`config.mk`:
```
export PLATFORM = sky130hd
export DESIGN_NAME = ifu_fetch_flat
export DESIGN_NICKNAME = d
export VERILOG_FILES = /design/src/rtl/ifu_fetch_pkg.sv /design/src/rtl/ifu_fetch_if.sv /design/src/rtl/ifu_fetch_resp_buf.sv /design/src/rtl/ifu_fetch.sv /design/src/flat_wrapper.sv
export SDC_FILE = /design/constraint.sdc
export NUM_CORES = 1
export LEC_CHECK = 0
export CELL_PAD_IN_SITES_DETAIL_PLACEMENT = 1
export CELL_PAD_IN_SITES_GLOBAL_PLACEMENT = 2
export CORE_ASPECT_RATIO = 0.75
export CORE_UTILIZATION = 24
export DETAILED_ROUTE_END_ITERATION = 10
export PLACE_DENSITY = 0.79
export SETUP_SLACK_MARGIN = 0.1
export SLEW_MARGIN = 20
export SYNTH_ARGS = -nofsm -noshare
export SYNTH_HDL_FRONTEND = slang
export SYNTH_SLANG_ARGS = --single-unit
```
`constraint.sdc`:
```
create_clock -name clk -period 1.85 [get_ports clk]
set_input_delay 0.37 -clock clk [delete_from_list [all_inputs] [get_ports clk]]
set_output_delay 0.37 -clock clk [all_outputs]
set_load 0.03 [all_outputs]
```
`src/rtl/ifu_fetch_pkg.sv`:
```
// Shared widths, FSM encoding, load payload and word select for the fetch unit.
// Latency: none (declarations only).
// Backpressure: n/a.
package ifu_fetch_pkg;

    localparam int IFU_ADDR_W = 64;
    localparam int IFU_INST_W = 32;
    localparam int IFU_BUS_W  = 64;

    localparam logic [IFU_INST_W-1:0] IFU_NOP = 32'h0000_0013;

    typedef enum logic [1:0] {
        IFU_IDLE = 2'd0,
        IFU_REQ  = 2'd1,
        IFU_WAIT = 2'd2,
        IFU_DROP = 2'd3
    } ifu_state_e;

    // Payload handed from the FSM to the output register: PC plus raw bus word.
    typedef struct packed {
        logic [IFU_ADDR_W-1:0] pc;
        logic [IFU_BUS_W-1:0]  dat;
    } ifu_load_t;

    // The bus word carries two instructions; pc[2] picks the upper one.
    function automatic logic [IFU_INST_W-1:0] ifu_word_sel(input logic [IFU_BUS_W-1:0] dat,
                                                           input logic                  hi);
        return hi ? dat[IFU_BUS_W-1:IFU_INST_W] : dat[IFU_INST_W-1:0];
    endfunction

endpackage

```
`src/rtl/ifu_fetch_if.sv`:
```
// Bundle of PC-generator, imem and ID-side signals of the fetch unit.
// Latency: none (wires only).
// Backpressure: carries pc_stall_o, imem_req_ready_i and id_ready_i.
// Optional: IFU_MISALIGN_EXC_EN adds if_misalign_o.
interface ifu_fetch_if;
    import ifu_fetch_pkg::*;

    logic                  pc_stall_o;
    logic [IFU_ADDR_W-1:0] pc_i;
    logic                  new_sign_i;
    logic                  flush_i;
    logic                  imem_req_valid_o;
    logic                  imem_req_ready_i;
    logic [IFU_ADDR_W-1:0] imem_req_addr_o;
    logic                  imem_resp_valid_i;
    logic [IFU_BUS_W-1:0]  imem_resp_data_i;
    logic                  if_valid_o;
    logic                  id_ready_i;
    logic [IFU_ADDR_W-1:0] if_pc_o;
    logic [IFU_INST_W-1:0] if_inst_o;
`ifdef IFU_MISALIGN_EXC_EN
    logic                  if_misalign_o;
`endif

    // Fetch unit side.
    modport master (
        input  pc_i, new_sign_i, flush_i, imem_req_ready_i, imem_resp_valid_i,
               imem_resp_data_i, id_ready_i,
        output pc_stall_o, imem_req_valid_o, imem_req_addr_o, if_valid_o, if_pc_o, if_inst_o
`ifdef IFU_MISALIGN_EXC_EN
        , output if_misalign_o
`endif
    );

    // Environment side: PC generator, instruction memory and ID.
    modport slave (
        output pc_i, new_sign_i, flush_i, imem_req_ready_i, imem_resp_valid_i,
               imem_resp_data_i, id_ready_i,
        input  pc_stall_o, imem_req_valid_o, imem_req_addr_o, if_valid_o, if_pc_o, if_inst_o
`ifdef IFU_MISALIGN_EXC_EN
        , input if_misalign_o
`endif
    );

endinterface

```
`src/rtl/ifu_fetch_resp_buf.sv`:
```
// Output register towards ID: word select of the response plus valid/ready hold.
// Latency: 1 cycle from load_vld_i to if_valid_o.
// Backpressure: holds data while id_ready_i is low; flush or handshake empties it.
// Optional: IFU_MISALIGN_EXC_EN adds the misalign flag alongside the data.
module ifu_resp_buf
    import ifu_fetch_pkg::*;
(
    input  logic                  clk,
    input  logic                  rst,
    input  logic                  load_vld_i,
    input  ifu_load_t             load_i,
`ifdef IFU_MISALIGN_EXC_EN
    input  logic                  load_misalign_i,
    output logic                  misalign_o,
`endif
    input  logic                  flush_i,
    input  logic                  id_ready_i,
    output logic                  if_valid_o,
    output logic [IFU_ADDR_W-1:0] if_pc_o,
    output logic [IFU_INST_W-1:0] if_inst_o
);

    logic                  valid_q, valid_d;
    logic [IFU_ADDR_W-1:0] pc_q, pc_d;
    logic [IFU_INST_W-1:0] inst_q, inst_d;
`ifdef IFU_MISALIGN_EXC_EN
    logic                  misalign_q, misalign_d;
`endif

    // New data wins over a same-cycle handshake; otherwise flush or handshake empties the slot.
    always_comb begin
        valid_d = valid_q;
        pc_d    = pc_q;
        inst_d  = inst_q;
`ifdef IFU_MISALIGN_EXC_EN
        misalign_d = misalign_q;
`endif
        if (load_vld_i) begin
            valid_d = 1'b1;
            pc_d    = load_i.pc;
            inst_d  = ifu_word_sel(load_i.dat, load_i.pc[2]);
`ifdef IFU_MISALIGN_EXC_EN
            misalign_d = load_misalign_i;
`endif
        end else if (flush_i || id_ready_i) begin
            valid_d = 1'b0;
        end
    end

    // Output register, cleared by reset.
    always_ff @(posedge clk) begin
        if (rst) begin
            valid_q <= 1'b0;
            pc_q    <= '0;
            inst_q  <= '0;
`ifdef IFU_MISALIGN_EXC_EN
            misalign_q <= 1'b0;
`endif
        end else begin
            valid_q <= valid_d;
            pc_q    <= pc_d;
            inst_q  <= inst_d;
`ifdef IFU_MISALIGN_EXC_EN
            misalign_q <= misalign_d;
`endif
        end
    end

    assign if_valid_o = valid_q;
    assign if_pc_o    = pc_q;
    assign if_inst_o  = inst_q;
`ifdef IFU_MISALIGN_EXC_EN
    assign misalign_o = misalign_q;
`endif

endmodule

```
`src/rtl/ifu_fetch.sv`:
```
// Fetch unit: latches each new PC, issues one imem request, hands the instruction to ID.
// Latency: request 1 cycle after new_sign_i; if_valid_o 1 cycle after the response (3 best case).
// Backpressure: request held until imem_req_ready_i; pc_stall_o while busy or ID stalls.
// Optional: IFU_MISALIGN_EXC_EN reports PCs with pc_i[1:0]!=0 instead of fetching them.
module ifu_fetch
    import ifu_fetch_pkg::*;
(
    input  logic        clk,
    input  logic        rst,
    ifu_fetch_if.master bus
);

    ifu_state_e            state_q, state_d;
    logic [IFU_ADDR_W-1:0] req_pc_q, req_pc_d;
    logic                  flush_seen_q, flush_seen_d;

    logic                  start;
    logic                  pc_misalign;
    logic                  mis_load;
    logic                  load_vld;
    ifu_load_t             load;
    logic                  if_valid;
    logic [IFU_ADDR_W-1:0] if_pc;
    logic [IFU_INST_W-1:0] if_inst;

    // A new PC is taken only when the output slot is free or being drained this cycle.
    assign start = bus.new_sign_i & ~bus.flush_i & (~if_valid | bus.id_ready_i);

`ifdef IFU_MISALIGN_EXC_EN
    assign pc_misalign = |bus.pc_i[1:0];
`else
    assign pc_misalign = 1'b0;
`endif

    assign mis_load = (state_q == IFU_IDLE) & start & pc_misalign;

    // FSM state and request PC registers.
    always_ff @(posedge clk) begin
        if (rst) begin
            state_q      <= IFU_IDLE;
            req_pc_q     <= '0;
            flush_seen_q <= 1'b0;
        end else begin
            state_q      <= state_d;
            req_pc_q     <= req_pc_d;
            flush_seen_q <= flush_seen_d;
        end
    end

    // Next state: a request is never withdrawn, so a flush in REQ is remembered and
    // turns the eventual response into a drop.
    always_comb begin
        state_d      = state_q;
        req_pc_d     = req_pc_q;
        flush_seen_d = flush_seen_q;
        case (state_q)
            IFU_IDLE: begin
                if (start && !pc_misalign) begin
                    state_d      = IFU_REQ;
                    req_pc_d     = bus.pc_i;
                    flush_seen_d = 1'b0;
                end
            end
            IFU_REQ: begin
                if (bus.flush_i) flush_seen_d = 1'b1;
                if (bus.imem_req_ready_i)
                    state_d = (bus.flush_i || flush_seen_q) ? IFU_DROP : IFU_WAIT;
            end
            IFU_WAIT: begin
                if (bus.imem_resp_valid_i) state_d = IFU_IDLE;
                else if (bus.flush_i)      state_d = IFU_DROP;
            end
            IFU_DROP: begin
                if (bus.imem_resp_valid_i) state_d = IFU_IDLE;
            end
            default: state_d = IFU_IDLE;
        endcase
    end

    // Outputs: imem request, stall, and what (if anything) loads the output register.
    always_comb begin
        bus.imem_req_valid_o = (state_q == IFU_REQ);
        bus.imem_req_addr_o  = {req_pc_q[IFU_ADDR_W-1:3], 3'b000};
        bus.pc_stall_o       = (state_q != IFU_IDLE) | (if_valid & ~bus.id_ready_i);
        load_vld             = 1'b0;
        load                 = '0;
        load.pc              = req_pc_q;
        load.dat             = bus.imem_resp_data_i;
        if (state_q == IFU_WAIT && bus.imem_resp_valid_i && !bus.flush_i) begin
            load_vld = 1'b1;
        end else if (mis_load) begin
            load_vld = 1'b1;
            load.pc  = bus.pc_i;
            load.dat = '0;
        end
    end

    ifu_resp_buf u_resp_buf (
        .clk             (clk),
        .rst             (rst),
        .load_vld_i      (load_vld),
        .load_i          (load),
`ifdef IFU_MISALIGN_EXC_EN
        .load_misalign_i (mis_load),
        .misalign_o      (bus.if_misalign_o),
`endif
        .flush_i         (bus.flush_i),
        .id_ready_i      (bus.id_ready_i),
        .if_valid_o      (if_valid),
        .if_pc_o         (if_pc),
        .if_inst_o       (if_inst)
    );

    assign bus.if_valid_o = if_valid;
    assign bus.if_pc_o    = if_pc;
    assign bus.if_inst_o  = if_inst;

endmodule

```
`src/flat_wrapper.sv`:
```
// flat-port wrapper written by rule: the top's interface ports become plain ports
module ifu_fetch_flat import ifu_fetch_pkg::*;
  (clk, rst, bus_pc_i, bus_new_sign_i, bus_flush_i, bus_imem_req_ready_i, bus_imem_resp_valid_i, bus_imem_resp_data_i, bus_id_ready_i, bus_pc_stall_o, bus_imem_req_valid_o, bus_imem_req_addr_o, bus_if_valid_o, bus_if_pc_o, bus_if_inst_o);
  ifu_fetch_if bus_i ();
  input  logic clk;
  input  logic rst;
  input wire logic [$bits(bus_i.pc_i)-1:0] bus_pc_i;
  input wire logic [$bits(bus_i.new_sign_i)-1:0] bus_new_sign_i;
  input wire logic [$bits(bus_i.flush_i)-1:0] bus_flush_i;
  input wire logic [$bits(bus_i.imem_req_ready_i)-1:0] bus_imem_req_ready_i;
  input wire logic [$bits(bus_i.imem_resp_valid_i)-1:0] bus_imem_resp_valid_i;
  input wire logic [$bits(bus_i.imem_resp_data_i)-1:0] bus_imem_resp_data_i;
  input wire logic [$bits(bus_i.id_ready_i)-1:0] bus_id_ready_i;
  output wire logic [$bits(bus_i.pc_stall_o)-1:0] bus_pc_stall_o;
  output wire logic [$bits(bus_i.imem_req_valid_o)-1:0] bus_imem_req_valid_o;
  output wire logic [$bits(bus_i.imem_req_addr_o)-1:0] bus_imem_req_addr_o;
  output wire logic [$bits(bus_i.if_valid_o)-1:0] bus_if_valid_o;
  output wire logic [$bits(bus_i.if_pc_o)-1:0] bus_if_pc_o;
  output wire logic [$bits(bus_i.if_inst_o)-1:0] bus_if_inst_o;
  assign bus_i.pc_i = bus_pc_i;
  assign bus_i.new_sign_i = bus_new_sign_i;
  assign bus_i.flush_i = bus_flush_i;
  assign bus_i.imem_req_ready_i = bus_imem_req_ready_i;
  assign bus_i.imem_resp_valid_i = bus_imem_resp_valid_i;
  assign bus_i.imem_resp_data_i = bus_imem_resp_data_i;
  assign bus_i.id_ready_i = bus_id_ready_i;
  assign bus_pc_stall_o = bus_i.pc_stall_o;
  assign bus_imem_req_valid_o = bus_i.imem_req_valid_o;
  assign bus_imem_req_addr_o = bus_i.imem_req_addr_o;
  assign bus_if_valid_o = bus_i.if_valid_o;
  assign bus_if_pc_o = bus_i.if_pc_o;
  assign bus_if_inst_o = bus_i.if_inst_o;
  ifu_fetch u_core (.clk(clk), .rst(rst), .bus(bus_i));
endmodule
```
==> results.json, run 1 <==
{
  "finalCritPeriodShare_pct": 93.9,
  "routed_wl_um": 26100,
  "p_leak_nw": 4.16,
  "die-area_um2": 31200,
  "startpoint": "u_core.state_q[0]$_SDFFE_PP0P_",
  "fillers": 3437,
  "worstPathCellList": "buf_6, or3_4, buf_6",
  "reg2reg_slack_ps": 290,
  "synth_cell_types": 28,
  "syn_inst": 821,
  "fmax_ghz": 0.575,
  "ys_seq_elements": 164,
  "final_cell_mix": "160 x dfxtp_1, 159 x dlygate4sd2_1, 131 x clkdlybuf4s50_1, 130 x a21oi_1, 129 x nand2_1",
  "synthAdderAreaFrac_pct": 0,
  "initial_utilization_pct": 24.8,
  "vias": 6713,
  "gp_congestion": 0.744,
  "drc": 0,
  "yosysWarnings": 0,
  "io_pins": 298,
  "synth_top_family_by_area": "compound AO/OA/AOI/OAI gates",
  "synth_compound_area_share_pct": 22.5,
  "hold_violations": 0,
  "grt_max_degree": 66,
  "slowest_stage": "or3_4",
  "crit_end": "bus_pc_stall_o",
  "slowest_delay_ps": 350,
  "cts_tree": "done",
  "tightestPinTransition_ps": 576,
  "cts_buffer_depth": 2,
  "reg2reg_from": "u_core.state_q[0]$_SDFFE_PP0P_",
  "rows": 54,
  "cp-end-kind": "primary output",
  "worstSetupStartpointType": "flop",
  "drt-initial-drc-count": 229,
  "synth_top_area_share_pct": 44.8,
  "io_buffers": 294,
  "final_util_pct": 36.3,
  "syn_to_final_growth_pct": 46.4,
  "min_path_type": "primary input to flop",
  "power_mw": 8.55,
  "cts-root-buf": "clkbuf_16",
  "fin_nets": 1154,
  "synth_area_um2": 7330,
  "htreeDepth": 4,
  "cts.sinks": 164,
  "synthTopCellsByArea": "dfxtp_1 45%, a21oi_1 8.9%, o31ai_2 8.5%",
  "yosysTopAreaCell": "dfxtp_1",
  "setup-tns-final_ps": 0,
  "ant_nets": 0,
  "grt_setup_unrepaired": "true",
  "comb_power_share_pct": 14.8,
  "pwr-share-seq_pct": 43.4,
  "synth.mux.area_fraction_pct": 4.37,
  "peakVddDrop_v": 0.000602,
  "die_h_um": 153,
  "p_sw_share_pct": 26.4,
  "synth-xor-area-share_pct": 0,
  "ff2ff_path_depth": 5,
  "layout-drive-gt1-share_pct": 12.5,
  "p_int_mw": 6.29,
  "dp_hpwl_um": 17900,
  "dp_cells": 1389,
  "skew_ps": 8.11,
  "status": "finished, final reports clean",
  "timing.critical_path.arrival_ps": 1370,
  "r2r-end": "u_core.req_pc_q[63]$_SDFFE_PP0P_",
  "grt_pass1_wl_um": 41200,
  "avgSynthCellArea_um2": 8.92,
  "clk_latency_ps": 430,
  "path_common_cell": "buf_6",
  "grtUsageTotal_pct": 16.9,
  "relSlewSlack_pct": 61.6,
  "grt_pass1_vias": 6876,
  "final-max-slew-violation-count": 0,
  "max-cap-violations": 0,
  "die_x_um": 204,
  "synth_seq_area_share_pct": 44.8,
  "vias_per_cell": 4.71,
  "critPathMaxFanout": 3,
  "finalCriticalPeriod_ps": 1740,
  "required_ps": 1480,
  "yosys.area_share.simple_pct": 15.5,
  "wire_per_inst_um": 18.3,
  "p_per_area_nw_per_um2": 797,
  "p_clk_share_pct": 41.8,
  "antenna_found_initial": 2,
  "switching_power_mw": 2.26,
  "core_um2": 29500,
  "clk_pin_slew_worst_paths_ps": 70,
  "dr.pass1.iters": 4,
  "cts_inserted_buffers": 17,
  "path_class": "flop to primary output",
  "grt_overflow_total": 0,
  "final_common_cell": "dfxtp_1",
  "setup_viol": 0,
  "final_cells": 1425
}
synthesized netlist by cell type:
| master | instances |
|---|---|
| a21oi_1 | 130 |
| o31ai_2 | 50 |
| or3_1 | 1 |
| inv_1 | 2 |
| and4bb_2 | 1 |
| o21ai_1 | 1 |
| nor3_1 | 1 |
| nor2_1 | 34 |
| nand4_1 | 65 |
| conb_1 | 1 |
| or3_4 | 1 |
| a211oi_1 | 32 |
| buf_2 | 32 |
| mux2i_1 | 32 |
| clkbuf_1 | 43 |
| o31ai_1 | 15 |
| nor2b_1 | 3 |
| nor3_4 | 1 |
| nand2b_1 | 1 |
| buf_1 | 1 |
| buf_4 | 65 |
| dfxtp_1 | 164 |
| buf_6 | 10 |
| a311oi_1 | 1 |
| a31oi_1 | 1 |
| nand2_1 | 129 |
| nand4bb_1 | 2 |
| nor4bb_1 | 2 |
stage by stage:
| step | worst slack, ps | cell area [um^2] | hold slack [ps] |
|---|---|---|---|
| final | 112 | 10700 | 292 |
| after floorplan | 175 | 7340 | 432 |
| after global placement | -39.7 | 10300 | 441 |
| after global routing | 69.9 | 10700 | 297 |
| after CTS | 85.4 | 10700 | 276 |
| after detailed placement | -63.7 | 10300 | 447 |
critical path, delay by kind of cell, from the launching register on:
family                 cells  cell delay, ps
and+or+nand+nor            1             350
DFF                        1             330
buffers and inverters      2             260
registers in the layout, indices dropped and copies added, names as in the netlist:
signal                        count
u_core.req_pc_q                  64
u_core.u_resp_buf.if_inst_o      32
u_core.u_resp_buf.if_valid_o      1
u_core.u_resp_buf.if_pc_o        64
u_core.state_q                    2
u_core.flush_seen_q               1
power by group through the flow:
stage | sequential [mW] | combinational (mW) | clock, mW
6_report | 3.71 | 1.27 | 3.57
5_1_grt | 3.72 | 1.35 | 3.84
4_1_cts | 3.71 | 1.28 | 3.70
3_5_place_dp | 3.79 | 1.32 | 0
3_3_place_gp | 3.79 | 1.31 | 0
2_1_floorplan | 3.79 | 0.744 | 0
worst min-delay path by stage:
stage / endpoint / start / cells past startpoint
after floorplan: u_core.u_resp_buf.if_pc_o[0]$_SDFFE_PP0P_ / u_core.req_pc_q[0]$_SDFFE_PP0P_ / 2
after global placement: u_core.u_resp_buf.if_pc_o[0]$_SDFFE_PP0P_ / u_core.u_resp_buf.if_pc_o[0]$_SDFFE_PP0P_ / 2
after detailed placement: u_core.u_resp_buf.if_pc_o[51]$_SDFFE_PP0P_ / u_core.u_resp_buf.if_pc_o[51]$_SDFFE_PP0P_ / 2
after CTS: u_core.state_q[1]$_SDFFE_PP0P_ / rst / 2
after global routing: u_core.u_resp_buf.if_pc_o[11]$_SDFFE_PP0P_ / rst / 2
final: u_core.state_q[1]$_SDFFE_PP0P_ / rst / 2
area by class of cell:
| class | count | area [um^2] | area share (%) |
|---|---|---|---|
| clock buffers | 24 | 482 | 4.49 |
| multi-input cells | 506 | 3160 | 29.4 |
| well taps | 392 | 490 | 4.57 |
| clock inverters | 8 | 100 | 0.933 |
| inverters | 2 | 8.76 | 0.0817 |
| flip-flops and latches | 164 | 3290 | 30.7 |
| diodes | 1 | 2.50 | 0.0233 |
| repair buffers | 328 | 3200 | 29.8 |
cells by family (layout without fill, tap and decap cells):
logic type      count (synthesis)  after routing
flops                         164            164
buf+inv                       153            362
simple gates                  241            241
mux                            32             32
other cells                     1              4
compound gates                230            230
routing by layer:
layer	GRT usage [%]	wire length, um	part of all wire (%)
met1	21.9	11900	46
met2	27.2	12200	47
met3	5.44	1780	6.8
met4	3.58	256	0.98
met5	0	12	0.046
what timing repair did:
action / in CTS / in global routing
setup endpoints to repair: 160 / 2
gates cloned: 0 / 0
gates resized for setup: 163 / 1
buffers inserted: 2 / 1
hold buffers: 0 / 0
hold endpoints to repair: 0 / 0
Power figures use the tool's default switching activity.
==> run 2: changes to the inputs <==
Settings changed: CTS_CLUSTER_SIZE set to 14.
==> results of run 2 <==
Same layout as run 1: the final DEF is identical, and so are final timing and power.
